[src/rtl/matrix_scan.sv]
// Row-scanning driver for a 16x16 LED matrix: serialises one row word per row period into
// external column/row shift registers, with the game state snapshotted once per frame.
module matrix_scan #(
   parameter int unsigned TIMERWIDTH = 10
) (
   input  logic        clk,
   input  logic        reset,
   input  logic [3:0]  x,
   input  logic [3:0]  y,
   input  logic [15:0] lpaddle,
   input  logic [15:0] rpaddle,
   output logic        rclk,
   output logic        rsdi,
   output logic        csdi,
   output logic        cclk,
   output logic        le,
   output logic        oeb,
   output logic        frame
);

   typedef enum logic [2:0] {StBlank, StCol, StRow, StLatch, StDisplay} state_e;

   localparam int unsigned CW = (TIMERWIDTH > 5) ? TIMERWIDTH : 5;
   localparam logic [CW-1:0] ColLast  = CW'(31);
   localparam logic [CW-1:0] DispLast = CW'((32'd1 << TIMERWIDTH) - 32'd1);

   state_e        state_q, state_d;
   logic [CW-1:0] cnt_q, cnt_d;
   logic [3:0]    row_q, row_d;
   logic          started_q;
   logic [3:0]    snap_x_q, snap_x_d, snap_y_q, snap_y_d;
   logic [15:0]   snap_l_q, snap_l_d, snap_r_q, snap_r_d;
   logic [15:0]   word;
   logic          rclk_d, rsdi_d, csdi_d, cclk_d, le_d, oeb_d, frame_d;

   function automatic logic [15:0] row_word(input logic [3:0] r, input logic [3:0] bx,
                                            input logic [3:0] by, input logic [15:0] lp,
                                            input logic [15:0] rp);
      logic [15:0] w;
      w = '0;
      if (by == r) w[bx] = 1'b1;
      w[0]  = w[0] | lp[r];
      w[15] = w[15] | rp[r];
      return w;
   endfunction

   // Next-state; the cycle after reset is always the frame's first BLANK.
   always_comb begin
      state_d  = state_q;
      cnt_d    = cnt_q + CW'(1);
      row_d    = row_q;
      snap_x_d = snap_x_q;
      snap_y_d = snap_y_q;
      snap_l_d = snap_l_q;
      snap_r_d = snap_r_q;
      if (!started_q) begin
         state_d = StBlank;
         cnt_d   = '0;
         row_d   = '0;
      end else begin
         unique case (state_q)
            StBlank: begin
               if (row_q == 4'd0) begin
                  snap_x_d = x;
                  snap_y_d = y;
                  snap_l_d = lpaddle;
                  snap_r_d = rpaddle;
               end
               state_d = StCol;
               cnt_d   = '0;
            end
            StCol: begin
               if (cnt_q == ColLast) begin
                  state_d = StRow;
                  cnt_d   = '0;
               end
            end
            StRow: begin
               if (cnt_q == CW'(1)) begin
                  state_d = StLatch;
                  cnt_d   = '0;
               end
            end
            StLatch: begin
               state_d = StDisplay;
               cnt_d   = '0;
            end
            StDisplay: begin
               if (cnt_q == DispLast) begin
                  state_d = StBlank;
                  cnt_d   = '0;
                  row_d   = row_q + 4'd1;
               end
            end
            default: begin
               state_d = StBlank;
               cnt_d   = '0;
            end
         endcase
      end
   end

   // Outputs are decoded from the upcoming state so the pins are registered with it.
   always_comb begin
      word    = row_word(row_d, snap_x_d, snap_y_d, snap_l_d, snap_r_d);
      rclk_d  = 1'b0;
      rsdi_d  = 1'b0;
      csdi_d  = 1'b0;
      cclk_d  = 1'b0;
      le_d    = 1'b0;
      oeb_d   = 1'b1;
      frame_d = 1'b0;
      unique case (state_d)
         StBlank:   frame_d = (row_d == 4'd0);
         StCol: begin
            cclk_d = cnt_d[0];
            csdi_d = word[4'd15 - cnt_d[4:1]];
         end
         StRow: begin
            rclk_d = cnt_d[0];
            rsdi_d = (row_d == 4'd0);
         end
         StLatch:   le_d  = 1'b1;
         StDisplay: oeb_d = 1'b0;
         default:   oeb_d = 1'b1;
      endcase
   end

   always_ff @(posedge clk) begin
      if (reset) begin
         state_q   <= StBlank;
         cnt_q     <= '0;
         row_q     <= '0;
         started_q <= 1'b0;
         snap_x_q  <= '0;
         snap_y_q  <= '0;
         snap_l_q  <= '0;
         snap_r_q  <= '0;
         rclk      <= 1'b0;
         rsdi      <= 1'b0;
         csdi      <= 1'b0;
         cclk      <= 1'b0;
         le        <= 1'b0;
         oeb       <= 1'b1;
         frame     <= 1'b0;
      end else begin
         state_q   <= state_d;
         cnt_q     <= cnt_d;
         row_q     <= row_d;
         started_q <= 1'b1;
         snap_x_q  <= snap_x_d;
         snap_y_q  <= snap_y_d;
         snap_l_q  <= snap_l_d;
         snap_r_q  <= snap_r_d;
         rclk      <= rclk_d;
         rsdi      <= rsdi_d;
         csdi      <= csdi_d;
         cclk      <= cclk_d;
         le        <= le_d;
         oeb       <= oeb_d;
         frame     <= frame_d;
      end
   end

endmodule

[config.mk]
export PLATFORM = sky130hd
export DESIGN_NAME = matrix_scan
export DESIGN_NICKNAME = d
export VERILOG_FILES = /design/src/rtl/matrix_scan.sv
export SDC_FILE = /design/constraint.sdc
export NUM_CORES = 1
export LEC_CHECK = 0
export ABC_AREA = 1
export ABC_CLOCK_PERIOD_IN_PS = 2460
export CELL_PAD_IN_SITES_DETAIL_PLACEMENT = 0
export CELL_PAD_IN_SITES_GLOBAL_PLACEMENT = 1
export CORE_ASPECT_RATIO = 1.4
export CORE_UTILIZATION = 39
export CTS_BUF_LIST = sky130_fd_sc_hd__clkbuf_16
export DETAILED_ROUTE_END_ITERATION = 10
export PLACE_DENSITY_LB_ADDON = 0.1
export SKIP_CTS_REPAIR_TIMING = 1
export SYNTH_ARGS = -nofsm -noshare
export SYNTH_HDL_FRONTEND = slang
export SYNTH_SLANG_ARGS = --single-unit
[constraint.sdc]
create_clock -name clk -period 2.46 [get_ports clk]
set_input_delay 0.615 -clock clk [delete_from_list [all_inputs] [get_ports clk]]
set_output_delay 0.615 -clock clk [all_outputs]
set_load 0.01 [all_outputs]
# ---- Yosys cells after proc, flatten, opt, wreduce, memory -nomap -nowiden
# Cells that the tools add are included.
dict set report totals {
  output_inout_bits 7
  inputBits 42
  regBits 65
  wordCells 87
}
dict set report op_classes {
  n_addsub 3
  n_lt_le_gt_ge 4
  mux 37
  n_eq_ne 12
  bitwise_logic 6
  reduce_logical 9
}
# cell count
set op_table {}
lappend op_table {{16-bit 2-to-1 mux} 7}
lappend op_table {{4-bit 2-to-1 mux} 9}
lappend op_table {{10-bit 2-to-1 mux} 3}
lappend op_table {{10-bit case mux with 3 select lines} 1}
lappend op_table {{4-bit by 5-bit less-than comparator with 1-bit output, second input constant} 3}
lappend op_table {{3-bit case mux with 5 select lines} 1}
lappend op_table {{1-bit binary-select mux with 4-bit select} 3}
lappend op_table {{3-bit by 2-bit equality test with 1-bit output, second input constant} 4}
lappend op_table {{3-bit 2-to-1 mux} 4}
lappend op_table {{10-bit by 1-bit adder with 10-bit output, second input constant} 1}
lappend op_table {{10-bit by 1-bit equality test with 1-bit output, second input constant} 1}
lappend op_table {{10-bit equality test, second input constant} 1}
lappend op_table {{10-bit by 5-bit equality test with 1-bit output, second input constant} 1}
lappend op_table {{4-bit logical NOT} 2}
lappend op_table {{2-bit OR reduction} 4}
lappend op_table {{1-bit 2-to-1 mux} 7}
lappend op_table {{3-bit by 1-bit equality test with 1-bit output, second input constant} 2}
lappend op_table {{3-bit equality test, second input constant} 2}
lappend op_table {{3-bit logical NOT} 2}
lappend op_table {{5-bit 2-to-1 mux} 1}
lappend op_table {{4-bit by 1-bit adder with 4-bit output, second input constant} 1}
lappend op_table {{1-bit demux with 4-bit select} 1}
lappend op_table {{4-bit equality test} 1}
lappend op_table {{4-bit by 1-bit >= comparator with 1-bit output, second input constant} 1}
lappend op_table {{other kinds (4)} 8}

# ---- Logic depth before layout (Yosys ltp)
dict set report logic_depth {
  word_depth 12
  depth_mapped 19
  depth_no_buf 19
}

# ---- Worst setup path after synthesis
# Ideal clock, no wire load.
dict set report synth_timing {
  path_kind {register to register}
  start {register row_q[0]}
  end {register csdi}
  arrival_ps 2052
  synth_period_minus_slack_ps 2171
  n_path_buf 2
  required_ps 2341
  setup_time_ps 119
  setup_slack_ps 289
  path_stages_with_launch 19
  cell_sequence {dfxtp_1 > inv_1 > ha_1 > nand2_1 > nor2_4 > nand2_2 > buf_2 > clkbuf_1 > nand2_1 > o21ai_0 > nand2_1 > nand3_1 > nand3_1 > nand3_1 > nand2_1 > o21ai_1 > nand2_1 > nand2_1 > a21oi_2}
}
dict set report synth_via {
  elab_chain_len 12
  word_cells_on_any_way 32
  classes_between {add/sub (1); order compare (2); eq/ne (1); mux (24); bitwise (2); reduce/logical (2)}
}
# item line
set synth_lines {}
lappend synth_lines {{start, declared} 29} ;# logic [3:0] row_q, row_d;
lappend synth_lines {{start signal, assigned} 149} ;# row_q <= row_d;
lappend synth_lines {{4-bit logical NOT} 63} ;# if (row_q == 4'd0) begin
lappend synth_lines {{4-bit 2-to-1 mux} 63}
lappend synth_lines {{4-bit 2-to-1 mux} 61} ;# unique case (state_q)
lappend synth_lines {{4-bit 2-to-1 mux} 56} ;# if (!started_q) begin
lappend synth_lines {{4-bit by 5-bit less-than comparator with 1-bit output (implied by the code) / 4-bit by 1-bit >= comparator with 1-bit output (equally long branches)} 41} ;# if (by == r) w[bx] = 1'b1;
lappend synth_lines {{1-bit logical AND (implied by the code)} 41}
lappend synth_lines {{1-bit 2-to-1 mux (implied by the code)} 41}
lappend synth_lines {{1-bit demux with 4-bit select} 41}
lappend synth_lines {{16-bit 2-to-1 mux} 41}
lappend synth_lines {{1-bit bitwise OR (on tied branches)} {42, 43}}
lappend synth_lines {{1-bit binary-select mux with 4-bit select *} 117} ;# csdi_d = word[4'd15 - cnt_d[4:1]];
lappend synth_lines {{1-bit 2-to-1 mux (implied by the code) *} 117}
lappend synth_lines {{end signal, assigned} 157} ;# csdi <= csdi_d;
lappend synth_lines {{end, declared} 14} ;# output logic csdi,
# Every way passes the cells marked *; elsewhere a longest branch is shown, timed or not. The select of a mux whose other input is x is not followed.
# A chain may end at the register's enable or synchronous reset.

# ---- Final worst setup path
dict set report layout_timing {
  start {register cnt_q[0]}
  end {register csdi}
}
dict set report layout_via {
  elab_chain_len 9
  word_cells_on_any_way 31
  classes_between {add/sub (2); eq/ne (5); mux (20); bitwise (3); reduce/logical (1)}
}
# item line
set layout_lines {}
lappend layout_lines {{start, declared} 28} ;# logic [CW-1:0] cnt_q, cnt_d;
lappend layout_lines {{start signal, assigned} 148} ;# cnt_q <= cnt_d;
lappend layout_lines {{branches (longest 9 deep; another with 10-bit by 1-bit adder with 10-bit output)} n/a}
# Several ways; the timed one is not identified. The select of a mux whose other input is x is not followed.

==> flow_metrics.env <==
export IMPL_outcome="completed"
export IMPL_htree_levels=3
export IMPL_startpoint_type="flip-flop"
export IMPL_cpMaxStageDelayCell="dfxtp_4"
export IMPL_synth_area_leaders="dfxtp_1, nand2_1, nor2_1"
export IMPL_core_mm2=0.00830
export IMPL_cts_buffers=9
export IMPL_drv_cap=0
export IMPL_crit_chain="ha_4 > nand2_2 > nor2_4 > nand4_1 > nand2_2 > nand3_4 > buf_8 > buf_4 > o211ai_1 > nand4_1 > nand3_1 > nand4_1 > nand2_1 > nand2_1 > a21oi_2"
export IMPL_hp_start="cnt_q[0]"
export IMPL_hold_path_class="reg2reg"
export IMPL_track_usage_pct=19.3
export IMPL_dieWidth_um=80.9
export IMPL_synth_seq_area_share_pct=38.3
export IMPL_start_util_pct=40.9
export IMPL_synth_edf_count=0
export IMPL_p_leak_uw=0.00219
export IMPL_synthArstFlopShare_pct=0
export IMPL_antenna_found_initial=0
export IMPL_fin_ws_ns=0.175
export IMPL_drive_above_1_share_pct=16.3
export IMPL_ys_ff_latch=65
export IMPL_syn_area_per_cell_um2=6.91
export IMPL_vias_per_cell=4.78
export IMPL_r2r_slack_ns=0.17
export IMPL_ys_warn_count=0
export IMPL_dp_cells=641
export IMPL_synth_area_mm2=0.00339
export IMPL_port_buffers=48
export IMPL_clock_fmax_mhz=438
export IMPL_ios=49
export IMPL_fin_crit_sh_pct=92.9
export IMPL_hold_viol=0
export IMPL_drc=0
export IMPL_antennaDiodeCount=0
export IMPL_worstSkewPairLatency_ns=0.33
export IMPL_cts_tree="done"
export IMPL_use_met3_pct=5.12
export IMPL_vias=3205
export IMPL_synth_top_area_cell="dfxtp_1"
export IMPL_final_cell_count_no_fill=671
export IMPL_layout_nets=611
export IMPL_dr_pass1_iters=4
export IMPL_cp_end_kind="flip-flop"
export IMPL_grt_start_max_net_pins=34
export IMPL_wl_per_cell_um=12.7
export IMPL_gr_usage_met2_pct=34.1
export IMPL_cts_buffer_depth=2
export IMPL_globalplace_congestion=0.881
export IMPL_slowest_delay_ns=0.37
export IMPL_root_buffer="clkbuf_16"
export IMPL_wirelength_um=8530
export IMPL_pre_cts_ws_ns=0.00772
export IMPL_synth_cell_types=36
export IMPL_grt_pass1_wl_um=13400
export IMPL_final_antenna_net_count=0
export IMPL_slew_viol_final=0
export IMPL_grt_busiest_layer="met2"
export IMPL_p_per_area_mw_per_mm2=597
export IMPL_dieArea_mm2=0.00909
export IMPL_finalClockSkew_ns=0.00619
export IMPL_clkSlewWorstSetupHoldPaths_ns=0.05
export IMPL_cpMostUsedCell="nand4_1"
export IMPL_netlist_instances=491
export IMPL_synthToLayoutAreaGrowth_pct=34.4
export IMPL_num_rows=39
export IMPL_slew_headroom_pct=71.9
export IMPL_worstHoldPathCells=1
export IMPL_cp_max_fo=6
export IMPL_drt_iter0_markers=132
export IMPL_synth_top_area_share_pct=38.3
export IMPL_use_met1_pct=20.9
export IMPL_critical_path_required_ns=2.72
export IMPL_overflow=0
export IMPL_crit_reg2reg_capture="csdi"
export IMPL_cts_sinks=65
export IMPL_min_period_ns=2.29
export IMPL_ir_drop_mv=0.455
export IMPL_r2r_cells=15
export IMPL_ys_flop_type="dfxtp_1"
export IMPL_finalSetupViolations=0
export IMPL_grt_pass1_vias=3053
export IMPL_critPathKind="reg2reg"
export IMPL_die_h_um=112
export IMPL_worstPathArrival_ns=2.55
export IMPL_r2r_start="cnt_q[0]"
export IMPL_finish_utilization_pct=55.0
export IMPL_tightest_slew_ns=0.418
export IMPL_syn_nets=537
export IMPL_hpwl_um=6110
export IMPL_whs_endpoint="cnt_q[0]"
[power breakdown]
part / switching, µW / total (µW) / internal [µW] / leakage (µW)
clock network: 461 / 1230 / 772 / 0.000139
registers: 13.9 / 1120 / 1100 / 0.000535
logic: 201 / 373 / 171 / 0.00152
total: 676 / 2720 / 2050 / 0.00219
[worst max-delay path: cells and delay by family, from the launching register on]
family / cells / cell delay, ns
fa+ha+maj: 1 / 0.14
compound gates: 2 / 0.24
simple gates: 10 / 1.15
flops: 1 / 0.37
buf+inv: 2 / 0.30
[cells in the mapped netlist (all sizes together) (3+ instances only)]
cell / n
nor3: 7
mux2i: 14
nand3: 43
ha: 4
xor2: 5
buf: 8
nand3b: 6
clkbuf: 9
nand4: 16
inv: 70
o21ai: 25
dfxtp: 65
nand2: 129
a21oi: 3
nor2: 79
[final cells by class]
cell class / instances / area [µm²]
fillers: 849 / 3730
multi-input cells: 339 / 1820
flip-flops and latches: 65 / 1310
repair buffers: 80 / 757
inverters: 70 / 270
clock buffers: 9 / 225
well taps: 102 / 128
clock inverters: 6 / 60.1
[metal layers]
layer  vias up  part of all wire, %
met3        20                  2.9
met5         -                    0
met1      1434                   42
li1       1702                    -
met2        49                   52
met4         0                  2.9
[flip-flops by register name, summed over array words and instances, names as in the netlist, 3 cells and up]
register and flops:
snap_l_q 16, snap_r_q 16, cnt_q 10, row_q 4, snap_x_q 4, snap_y_q 4, state_q 3
[cells in the final DEF, fill, tap and decap left out, types with 2 or more instances in the layout]
cell type | netlist | routed
clkbuf_16 | 0 | 10
nor3_1 | 6 | 6
nor2_4 | 4 | 5
o21ai_1 | 6 | 5
clkinv_2 | 0 | 2
nand3_4 | 3 | 3
buf_4 | 1 | 28
o21ai_0 | 19 | 17
nand3_1 | 40 | 37
a21oi_2 | 1 | 2
o21ai_2 | 0 | 3
nand2_1 | 121 | 116
nor2_2 | 2 | 2
nand4_1 | 16 | 16
dfxtp_1 | 65 | 63
nand3b_1 | 6 | 6
inv_2 | 7 | 7
mux2i_1 | 13 | 13
clkdlybuf4s50_1 | 0 | 47
nand2_2 | 7 | 11
xor2_1 | 5 | 5
inv_1 | 63 | 62
ha_1 | 4 | 3
nand3_2 | 0 | 3
nor2_1 | 72 | 71
nand2_4 | 1 | 2
[cell families after synthesis]
kind of cell	share of synthesized area [%]
compound gates	5.31
simple gates	38.9
buf+inv	10.2
xor+xnor	1.29
fa+ha+maj	1.47
mux	4.50
flops	38.3
[through the flow]
step	hold slack, ns	instance area, µm²	setup TNS [ns]	total power, µW
2_1_floorplan	0.441	3390	0	1360
3_3_place_gp	0.456	4060	0	1500
3_5_place_dp	0.468	4060	0	1500
4_1_cts	0.483	4340	-0.0254	2730
5_1_grt	0.482	4560	-0.0134	2840
6_report	0.459	4560	0	2720
[worst max-delay path by stage]
stage / depth (start not counted) / end / startpoint
floorplan: 18 / csdi / row_q[0]
global placement: 19 / csdi / cnt_q[0]
detailed placement: 19 / csdi / cnt_q[0]
CTS: 19 / csdi / cnt_q[0]
global route: 16 / csdi / state_q[2]
finish: 15 / csdi / cnt_q[0]
No activity file was read; power rests on OpenSTA's default activity.
